<file path="src/rtl/mem_wb_stage.sv">
// rtl/mem_wb_stage.sv - M-stage data-memory access FSM and MEM/WB pipeline register
//
// Purpose: runs the load/store of the instruction in M over a req/ack bus with
// variable latency, stalls the upstream stages while the access is pending,
// and holds the MEM/WB register feeding writeback.
//
// Ports:
//   clk, reset                 pipeline clock, synchronous active-high reset
//   aluoutM, writedataM        effective address / ALU result, store data
//   writeregM                  destination register
//   regwriteM, memtoregM,      M-stage controls (memtoregM = load)
//   memwriteM
//   stallM                     freeze PC, IF/ID, ID/EX, EX/MEM
//   mem_req, mem_we,           registered bus request, write strobe,
//   mem_addr, mem_wdata        address and store data (held while pending)
//   mem_ack, mem_rdata         completion pulse and load data
//   regwriteW, memtoregW,      W-stage controls and data
//   aluoutW, readdataW,
//   writeregW, buserrW         buserrW: the access now in W failed
//
// Optional feature macro: MEM_ALIGN_CHECK_EN (misaligned accesses fail
// without touching the bus).

module mem_wb_stage #(
  parameter int AW      = 32,
  parameter int TIMEOUT = 64
) (
  input  logic          clk,
  input  logic          reset,
  input  logic [31:0]   aluoutM,
  input  logic [31:0]   writedataM,
  input  logic [4:0]    writeregM,
  input  logic          regwriteM,
  input  logic          memtoregM,
  input  logic          memwriteM,
  output logic          stallM,
  output logic          mem_req,
  output logic          mem_we,
  output logic [AW-1:0] mem_addr,
  output logic [31:0]   mem_wdata,
  input  logic          mem_ack,
  input  logic [31:0]   mem_rdata,
  output logic          regwriteW,
  output logic          memtoregW,
  output logic [31:0]   aluoutW,
  output logic [31:0]   readdataW,
  output logic [4:0]    writeregW,
  output logic          buserrW
);

  typedef enum logic [1:0] {IDLE, BUSY, DONE} state_t;

  // Counter only has to reach TIMEOUT-1; a disabled timeout lets it wrap.
  localparam int CW = (TIMEOUT > 1) ? $clog2(TIMEOUT) : 1;
  localparam logic [CW-1:0] CNT_LAST = CW'((TIMEOUT > 0) ? TIMEOUT - 1 : 0);

  state_t        state_q, state_d;
  logic [CW-1:0] cnt_q, cnt_d;
  logic          err_q, err_d;
  logic          req_q, req_d;
  logic          we_q, we_d;
  logic [AW-1:0] addr_q, addr_d;
  logic [31:0]   wdata_q, wdata_d;
  logic          regwrite_w_q, regwrite_w_d;
  logic          memtoreg_w_q, memtoreg_w_d;
  logic [31:0]   aluout_w_q, aluout_w_d;
  logic [31:0]   readdata_w_q, readdata_w_d;
  logic [4:0]    writereg_w_q, writereg_w_d;
  logic          buserr_w_q, buserr_w_d;

  logic access;
  logic is_load;
  logic misaligned;
  logic stall;

  assign access  = memwriteM | memtoregM;
  // Store wins when both strobes are set.
  assign is_load = memtoregM & ~memwriteM;

`ifdef MEM_ALIGN_CHECK_EN
  assign misaligned = |aluoutM[1:0];
`else
  assign misaligned = 1'b0;
`endif

  always_comb begin
    state_d      = state_q;
    cnt_d        = cnt_q;
    err_d        = err_q;
    req_d        = req_q;
    we_d         = we_q;
    addr_d       = addr_q;
    wdata_d      = wdata_q;
    readdata_w_d = readdata_w_q;
    stall        = 1'b0;

    unique case (state_q)
      IDLE: begin
        if (access) begin
          stall = 1'b1;
          if (misaligned) begin
            err_d   = 1'b1;
            state_d = DONE;
          end else begin
            req_d   = 1'b1;
            we_d    = memwriteM;
            addr_d  = AW'(aluoutM);
            wdata_d = writedataM;
            cnt_d   = '0;
            state_d = BUSY;
          end
        end
      end
      BUSY: begin
        stall = 1'b1;
        // Ack is checked first so a same-cycle ack beats the timeout.
        if (mem_ack) begin
          if (is_load) readdata_w_d = mem_rdata;
          req_d   = 1'b0;
          state_d = DONE;
        end else begin
          cnt_d = cnt_q + 1'b1;
          if (TIMEOUT != 0 && cnt_q == CNT_LAST) begin
            req_d   = 1'b0;
            err_d   = 1'b1;
            state_d = DONE;
          end
        end
      end
      DONE: begin
        err_d   = 1'b0;
        state_d = IDLE;
      end
      default: state_d = IDLE;
    endcase

    // W register: bubble while stalled, otherwise take the M fields.
    if (stall) begin
      regwrite_w_d = 1'b0;
      memtoreg_w_d = 1'b0;
      buserr_w_d   = 1'b0;
      aluout_w_d   = aluout_w_q;
      writereg_w_d = writereg_w_q;
    end else begin
      regwrite_w_d = regwriteM & ~err_q;
      memtoreg_w_d = is_load;
      buserr_w_d   = err_q;
      aluout_w_d   = aluoutM;
      writereg_w_d = writeregM;
    end
  end

  always_ff @(posedge clk) begin
    if (reset) begin
      state_q      <= IDLE;
      cnt_q        <= '0;
      err_q        <= 1'b0;
      req_q        <= 1'b0;
      we_q         <= 1'b0;
      addr_q       <= '0;
      wdata_q      <= '0;
      regwrite_w_q <= 1'b0;
      memtoreg_w_q <= 1'b0;
      aluout_w_q   <= '0;
      readdata_w_q <= '0;
      writereg_w_q <= '0;
      buserr_w_q   <= 1'b0;
    end else begin
      state_q      <= state_d;
      cnt_q        <= cnt_d;
      err_q        <= err_d;
      req_q        <= req_d;
      we_q         <= we_d;
      addr_q       <= addr_d;
      wdata_q      <= wdata_d;
      regwrite_w_q <= regwrite_w_d;
      memtoreg_w_q <= memtoreg_w_d;
      aluout_w_q   <= aluout_w_d;
      readdata_w_q <= readdata_w_d;
      writereg_w_q <= writereg_w_d;
      buserr_w_q   <= buserr_w_d;
    end
  end

  // Stall is masked during reset so the frozen stages see a clean pipeline.
  assign stallM    = stall & ~reset;
  assign mem_req   = req_q;
  assign mem_we    = we_q;
  assign mem_addr  = addr_q;
  assign mem_wdata = wdata_q;
  assign regwriteW = regwrite_w_q;
  assign memtoregW = memtoreg_w_q;
  assign aluoutW   = aluout_w_q;
  assign readdataW = readdata_w_q;
  assign writeregW = writereg_w_q;
  assign buserrW   = buserr_w_q;

endmodule

</file>
<file path="config.mk">
export PLATFORM = sky130hd
export DESIGN_NAME = mem_wb_stage
export DESIGN_NICKNAME = d
export VERILOG_FILES = /design/src/rtl/mem_wb_stage.sv
export SDC_FILE = /design/constraint.sdc
export NUM_CORES = 1
export LEC_CHECK = 0
export BUFFER_PORTS_ARGS = -buffer_cell sky130_fd_sc_hd__buf_2
export CAP_MARGIN = 20
export CORE_MARGIN = 3
export CORE_UTILIZATION = 45
export DETAILED_ROUTE_END_ITERATION = 12
export HOLD_SLACK_MARGIN = 0.15
export PLACE_DENSITY = 0.85
export REMOVE_ABC_BUFFERS = 1
export SETUP_SLACK_MARGIN = 0.1
export SLEW_MARGIN = 10
export SYNTH_ARGS = -nofsm -noshare
export SYNTH_HDL_FRONTEND = slang
export SYNTH_SLANG_ARGS = --single-unit
export TNS_END_PERCENT = 100
</file>
<file path="constraint.sdc">
create_clock -name clk -period 1.79 [get_ports clk]
set_clock_uncertainty 0.2 [all_clocks]
set_input_delay 0.358 -clock clk [delete_from_list [all_inputs] [get_ports clk]]
set_output_delay 0.358 -clock clk [all_outputs]
set_load 0.01 [all_outputs]
</file>
After elaboration in Yosys (flattened, before gate mapping):

Index checks and enable logic that the tools add are counted.
Widths: inputs -> output; s select.

* add/subtract/negate cells: 1
* multipliers: 0
* div/mod/pow operators: 0
* $lt $le $gt $ge: 0
* equal/unequal tests: 7
* shift operators: 0
* mux-type cells: 16
* bitwise operators: 7
* reductions and logical operators: 10

Operators by type and width (number)
* $mux 6: 2
* $pmux 6 s2: 1
* $reduce_and 3->1: 4
* $add 6x1->6 const B: 1
* $eq 6x6->1 const B: 1
* $mux 1: 6
* $mux 2: 3
* $ne 2x2->1 const B: 3
* $pmux 1 s2: 3
* $pmux 2 s2: 1
* $reduce_and 2->1: 2
* $reduce_bool 2->1: 2
* $and 1x1->1: 3
* $ne 3x3->1 const B: 1
* $not 1->1: 3
* $eq 2x1->1 const B: 1
* $eq 2x2->1 const B: 1
* $logic_not 2->1: 1
* $reduce_or 2->1: 1
* $or 1x1->1: 1

* bits in registers: 147
* latch bits: 0
* memory bits (writable): 0
* memory bits (read-only): 0
* output and inout bits: 139
* logic and storage cells: 54
* memories: 0

Longest topological paths before layout:

Gate-level depths: netlist of the first run.

* depth after elaboration: 4
* gate-level depth with buffers: 6
* mapped depth without buffers: 5

Worst setup path after synthesis of the first run:

Ideal clock, no wire load.

* path kind: in2out
* start point: in reset
* end point: out stallM
* arrival time: 1.029 ns
* path slack: 0.203 ns
* stages: 3
* path buffers: 2
* path through: clkbuf_1 nor3_1 clkbuf_1

* cells in the longest elaborated chain, start to end: 2

RTL lines
* start, declared: line 29 `input logic reset,`
* $not 1->1: line 186 `assign stallM = stall & ~reset;`
* $and 1x1->1: line 186
* end, declared: line 36 `output logic stallM,`

No other way between the ends.

Worst setup path after layout of the first run:

* start point: reg state_q[1]
* end point: out stallM

* cells in the longest elaborated chain, start to end: 3
* elaborated cells between the ends (all ways): 4

RTL lines
* start, declared: line 57 `state_t state_q, state_d;`
* start signal, assigned: line 169 `state_q <= state_d;`
* $eq 2x1->1 / $logic_not 2->1 (equally long branches): line 97 `unique case (state_q)`
* $pmux 1 s2 (*): line 97
* $and 1x1->1 (*): line 186

Mark *: on every way between the ends. The rest lies on a longest branch, timed or not.

==> flow_summary.toml, run 1 <==
[outcome]
status = "complete, but fails checks"
violations = "negative setup slack"

[layout]
fin_nets = 1029
multi_input_area_um2 = 2050
final_util_pct = 79.7
syn_to_final_growth_pct = 68.4
layout-drive-gt1-share_pct = 36.9
ff_latch_area_um2 = 2950
design_area_um2 = 8420
fillCellCount = 594

[yosys]
syn_inst = 568
synth_cell_type_count = 26
ys_ff_latch = 147
ys_warn_count = 0
synth_area_um2 = 5000
syn_area_per_cell_um2 = 8.80
ys_seq_area_share_pct = 58.9

[setup_path]
required_ps = 1230
crit_type = "reg -> out"
path_cells = "nor3_4 > buf_2"
critPathCaptureType = "output port"
cpPeakStageDelay_ps = 370
worst-r2r-cell-count = 6
cp_max_fo = 2
slowest_stage = "dfxtp_4"
r2r_slack_ps = 40
worstReg2RegEnd = "readdataW[26]"
worstPathArrival_ps = 1350
rr_startpoint = "state_q[1]"
startpoint_type = "register"

[die]
rows = 37
fp.dieH_um = 111
start_util_pct = 47.3
core_um2 = 10600
io_pins = 246
die_w_um = 111
dieArea_um2 = 12400

[global_routing]
grt_pass1_vias = 5690
grt_pass1_wl_mm = 29.4
overflow = 0
grt_start_max_net_pins = 57
grt_antenna_before_repair = 1
grt_usage_pct = 29.2

[place]
gp_congestion = 0.796
dp_hpwl_mm = 9.83
pre_cts_slack_ps = -46.2
placed_area_um2 = 6410
io_buffers = 245

[pwr]
switching_share_pct = 29.1
power_frac_clock_pct = 41.5
p_leak_nw = 3.97
power.switching_mw = 2.43
ir_drop_mv = 0.811
combPwrFrac_pct = 15.7
internal_power_mw = 5.92
p_per_area_nw_per_um2 = 992
seqPwrFrac_pct = 42.8

[routing]
ant_nets = 0
drt-total-wl_mm = 19.6
wire_per_inst_um = 18.3
viasPerCell = 5.39
dr.first_iter.drc_count = 756
num_vias = 5772
drc = 0
first_pass_iters = 5

[timing]
finalSetupViolations = 1
slew_violations = 0
setup_slack_ps = -113
whs_ps = 109
fin_crit_ps = 1900
clock.fmax_ghz = 0.525
post-route-period-util_pct = 106
worstMarginPinSlew_ps = 540
rsz0062_at_grt = "true"
slew_headroom_pct = 64.0
hold_viol = 0

[worst_hold_path]
hold_path_end = "regwriteW"
holdPathStages = 4
hold_start = "memwriteM"
min_path_type = "in -> reg"

[clocking]
clkSlewWorstSetupHoldPaths_ps = 70
clkLatencyLatePin_ps = 520
cts_root_buffer = "clkbuf_8"
htree_num_levels = 4
cts_tree = "yes"
cts.sinks = 147
cts-root-to-sink-buffers = 2
cts_buffers = 17

[flow_run]
cap_viol_max_count = 0
power groups by stage:
| stage | registers [mW] | logic (mW) | clock network [mW] |
|---|---|---|---|
| 2_1_floorplan | 3.72 | 0.336 | 0 |
| 3_3_place_gp | 3.62 | 0.971 | 0 |
| 3_5_place_dp | 3.63 | 0.992 | 0 |
| 4_1_cts | 3.56 | 1.20 | 3.48 |
| 5_1_grt | 3.59 | 1.40 | 3.66 |
| 6_report | 3.57 | 1.31 | 3.47 |
synth_stat cells:
cell / number / area share, %
a22o_1: 37 / 6.5
nor2_1: 10 / 0.75
mux2i_1: 1 / 0.20
and2_1: 3 / 0.38
buf_4: 10 / 1.5
inv_1: 2 / 0.15
clkbuf_1: 15 / 1.1
nand2_1: 196 / 15
o21ai_1: 1 / 0.10
buf_6: 1 / 0.23
or3_1: 2 / 0.25
o21a_1: 2 / 0.30
buf_2: 15 / 1.5
ha_1: 1 / 0.25
o21ai_0: 2 / 0.20
nor3_1: 3 / 0.30
nor4b_1: 1 / 0.18
a22oi_1: 2 / 0.30
nand3_1: 5 / 0.50
nor2b_1: 2 / 0.25
a21oi_1: 100 / 10
dfxtp_1: 147 / 59
and3_1: 5 / 0.63
nand2b_1: 1 / 0.13
and2b_1: 1 / 0.15
xor2_1: 3 / 0.53
how the worst max path moves through the flow:
stage / startpoint / to / slack [ps]
after global routing: state_q[0] / stallM / -150
after floorplan: memwriteM / cnt_q[5] / -1520
after CTS: state_q[0] / stallM / -120
after global placement: memtoregM / stallM / -30
final: state_q[1] / stallM / -110
after detailed placement: memtoregM / stallM / -50
per-layer routing:
layer	GRT usage, %	share of wire (%)	vias up
met3	8.64	8.4	64
met4	12.4	3.7	0
met2	52.3	52	385
li1	-	-	2606
met1	32.2	36	2717
met5	0	0	-
logic make-up after synthesis:
kind of cell,after synthesis,share of synthesized area (%)
AOI/OAI and AO/OA,144,17.4
and+or+nand+nor,229,18.2
buffers and inverters,43,4.51
adders and majority gates,1,0.250
xor gates and xnor gates,3,0.526
DFF,147,58.9
muxes,1,0.200
layout make-up:
| type | instances | share of cell area (%) |
|---|---|---|
| timing repair buffer | 375 | 31.5 |
| tap | 136 | 2.02 |
| clock inverter | 14 | 1.86 |
| antenna | 1 | 0.0297 |
| clock buffer | 18 | 5.08 |
| inverter | 2 | 0.0892 |
| multi-input combinational | 378 | 24.4 |
| sequential | 147 | 35.0 |
layout by cell type, fill, tap and decap left out, types with 3 or more instances in the layout:
cell type	instances
nand2_2	4
inv_6	4
and2_1	3
and3_1	4
nand2_1	182
buf_4	10
dfxtp_1	145
inv_8	5
a21oi_2	20
buf_2	244
nand3_1	5
a22o_1	37
xor2_1	3
buf_12	8
clkbuf_16	19
dlygate4sd3_1	107
nand2_4	10
a21oi_1	79
nor2_1	8
clkinv_8	3
critical path: cells and delay by family, from the launching register on:
family                 cells  cell delay, ps
buffers and inverters      1             190
DFF                        1             370
and+or+nand+nor            1             250
state kept, by name, indices dropped and copies added (netlist names):
signal     count
mem_addr      32
buserrW        1
readdataW     32
mem_we         1
mem_wdata     32
state_q        2
mem_req        1
err_q          1
regwriteW      1
writeregW      5
cnt_q          6
memtoregW      1
aluoutW       32
per-stage QoR:
stage / setup TNS (ps) / total power [mW] / instances
after detailed placement: -46.2 / 4.62 / 925
final: -113 / 8.35 / 1071
after global routing: -154 / 8.65 / 1071
after global placement: -29.8 / 4.59 / 925
after floorplan: -142180 / 4.06 / 527
after CTS: -119 / 8.23 / 1064
what timing repair did:
item                                   4_1_cts  5_1_grt
hold buffers                               105        2
endpoints found under the hold margin      142        2
pin swaps                                    2       19
gates cloned                                 1        3
gates resized for setup                     13       50
setup endpoints to repair                   67       74
buffers inserted                             1        1
(Power assumes the default switching activity.)
==> inputs of run 2 (changes only) <==
--- a/config.mk
+++ b/config.mk
@@ -18,4 +18,4 @@
 export SYNTH_ARGS = -nofsm -noshare
 export SYNTH_HDL_FRONTEND = slang
 export SYNTH_SLANG_ARGS = --single-unit
-export TNS_END_PERCENT = 100
+export TNS_END_PERCENT = 50
==> run 2 against run 1 <==
Compared with the run above: the run still ends with negative setup slack left; count of clock-buffer cells in the layout did not move; via count fell by 1.1%; maximum frequency rose by 0.77%; critical path depth did not move; sequential power barely moved; power fell by 0.15%; setup slack improved by 15 ps; worst hold slack got worse by 53 ps; critical path type unchanged.
==> flow_summary.toml, run 2 (synthesis gave the netlist of run 1 again) <==
[layout]
syn_to_final_growth_pct = 66.4
final_cell_mix = "buf_2 (244), nand2_1 (194), dfxtp_1 (145)"
final_cell_count_no_fill = 1071
design_area_um2 = 8320
final_common_cell = "buf_2"
final_util_pct = 78.8
layout-drive-gt1-share_pct = 34.6
fin_nets = 1029

[timing]
finalSetupViolations = 1
fin_crit_ps = 1890
setup_tns_ps = -99.0
clock.fmax_ghz = 0.529
slew_headroom_pct = 69.0
rsz0062_at_grt = "true"
worstMarginPinSlew_ps = 464
slew_violations = 0
hold_viol = 0
whs_ps = 55.7
post-route-period-util_pct = 106
setup_slack_ps = -99.0

[routing]
route.met3.wl_mm = 1.62
wire_per_inst_um = 18.1
dr.first_iter.drc_count = 730
drt-met1-wl_mm = 7.17
num_vias = 5710
highest_layer = "met4"
drc = 0
ant_nets = 0
first_pass_iters = 5
met2WireLength_mm = 9.89
viasPerCell = 5.33
drt-total-wl_mm = 19.4

[die]
fp.dieH_um = 111
die_w_um = 111
io_pins = 246
start_util_pct = 47.3
dieArea_um2 = 12400
core_um2 = 10600
rows = 37

[pwr]
p_per_area_nw_per_um2 = 1000
finalPower_mw = 8.34
p_leak_nw = 3.90
ir_drop_mv = 0.816

[outcome]
violations = "negative setup slack"
status = "complete, but fails checks"

[global_routing]
grt_antenna_before_repair = 1
grt_pass1_wl_mm = 28.6
overflow = 0
grt_pass1_vias = 5544
grt_start_max_net_pins = 57
grt_usage_pct = 28.6

[clocking]
clkLatencyLatePin_ps = 520
clkSlewWorstSetupHoldPaths_ps = 70
cts_tree = "yes"
htree_num_levels = 4
cts.sinks = 147
cts-root-to-sink-buffers = 2
cts_buffers = 17
cts_root_buffer = "clkbuf_8"

[worst_hold_path]
hold_start = "memwriteM"
min_path_type = "in -> reg"

[flow_run]
cap_viol_max_count = 0

[place]
gp_congestion = 0.796
place_inst = 925
dp_hpwl_mm = 9.83
io_buffers = 245
pre_cts_slack_ps = -46.2
placed_area_um2 = 6410

[setup_path]
critPathCaptureType = "output port"
worstPathArrival_ps = 1330
path_cells = "nor3_4 > buf_2"
path_buf_inv = 1
rr_startpoint = "state_q[1]"
startpoint = "state_q[1]"
crit_type = "reg -> out"
cp_max_fo = 2
slowest_stage = "dfxtp_4"
crit_family = "flip-flops"
cpPeakStageDelay_ps = 370
required_ps = 1230
startpoint_type = "register"
run 2: layout make-up:
type	count	area (um^2)
Sequential cell	147	2950
Timing Repair Buffer	375	2670
Fill cell	616	2240
Multi-Input combinational cell	378	1940
Clock buffer	18	428
Tap cell	136	170
Clock inverter	14	156
Inverter	2	7.51
Antenna cell	1	2.50
run 2: path summary, 6_finish.rpt:
kind / to / slack [ps] / cells past startpoint
hold / removal: regwriteW / 60 / 4
setup reg to reg: readdataW[8] / 70 / 6
setup / recovery: stallM / -100 / 2
hold reg to reg: mem_wdata[11] / 250 / 2
run 2: what timing repair did:
| item | 4_1_cts | 5_1_grt |
|---|---|---|
| hold buffers | 105 | 1 |
| hold endpoints to repair | 142 | 2 |
| endpoints found under the setup margin | 67 | 97 |
| gates cloned | 0 | 6 |
| buffers inserted | 1 | 0 |
| pin swaps | 2 | 5 |
| gates resized for setup | 10 | 19 |
run 2: worst register-to-register path, stage by stage, from the launching register on:
cell and delay [ps]:
dfxtp_4 370, buf_6 140, and2b_2 260, nand3_2 170
buf_12 210, nand2_1 160, a21oi_2 90
run 2: metal layers:
layer | GRT usage [%] | up-vias
met5 | 0 | -
met4 | 12.4 | 0
met3 | 7.50 | 67
met2 | 51.5 | 371
met1 | 31.6 | 2673
li1 | - | 2599
run 2: where the power goes:
| group | leakage [nW] | internal, mW | switching, mW |
|---|---|---|---|
| logic | 2.41 | 0.620 | 0.687 |
| clock network | 0.285 | 1.84 | 1.62 |
| registers | 1.20 | 3.46 | 0.109 |
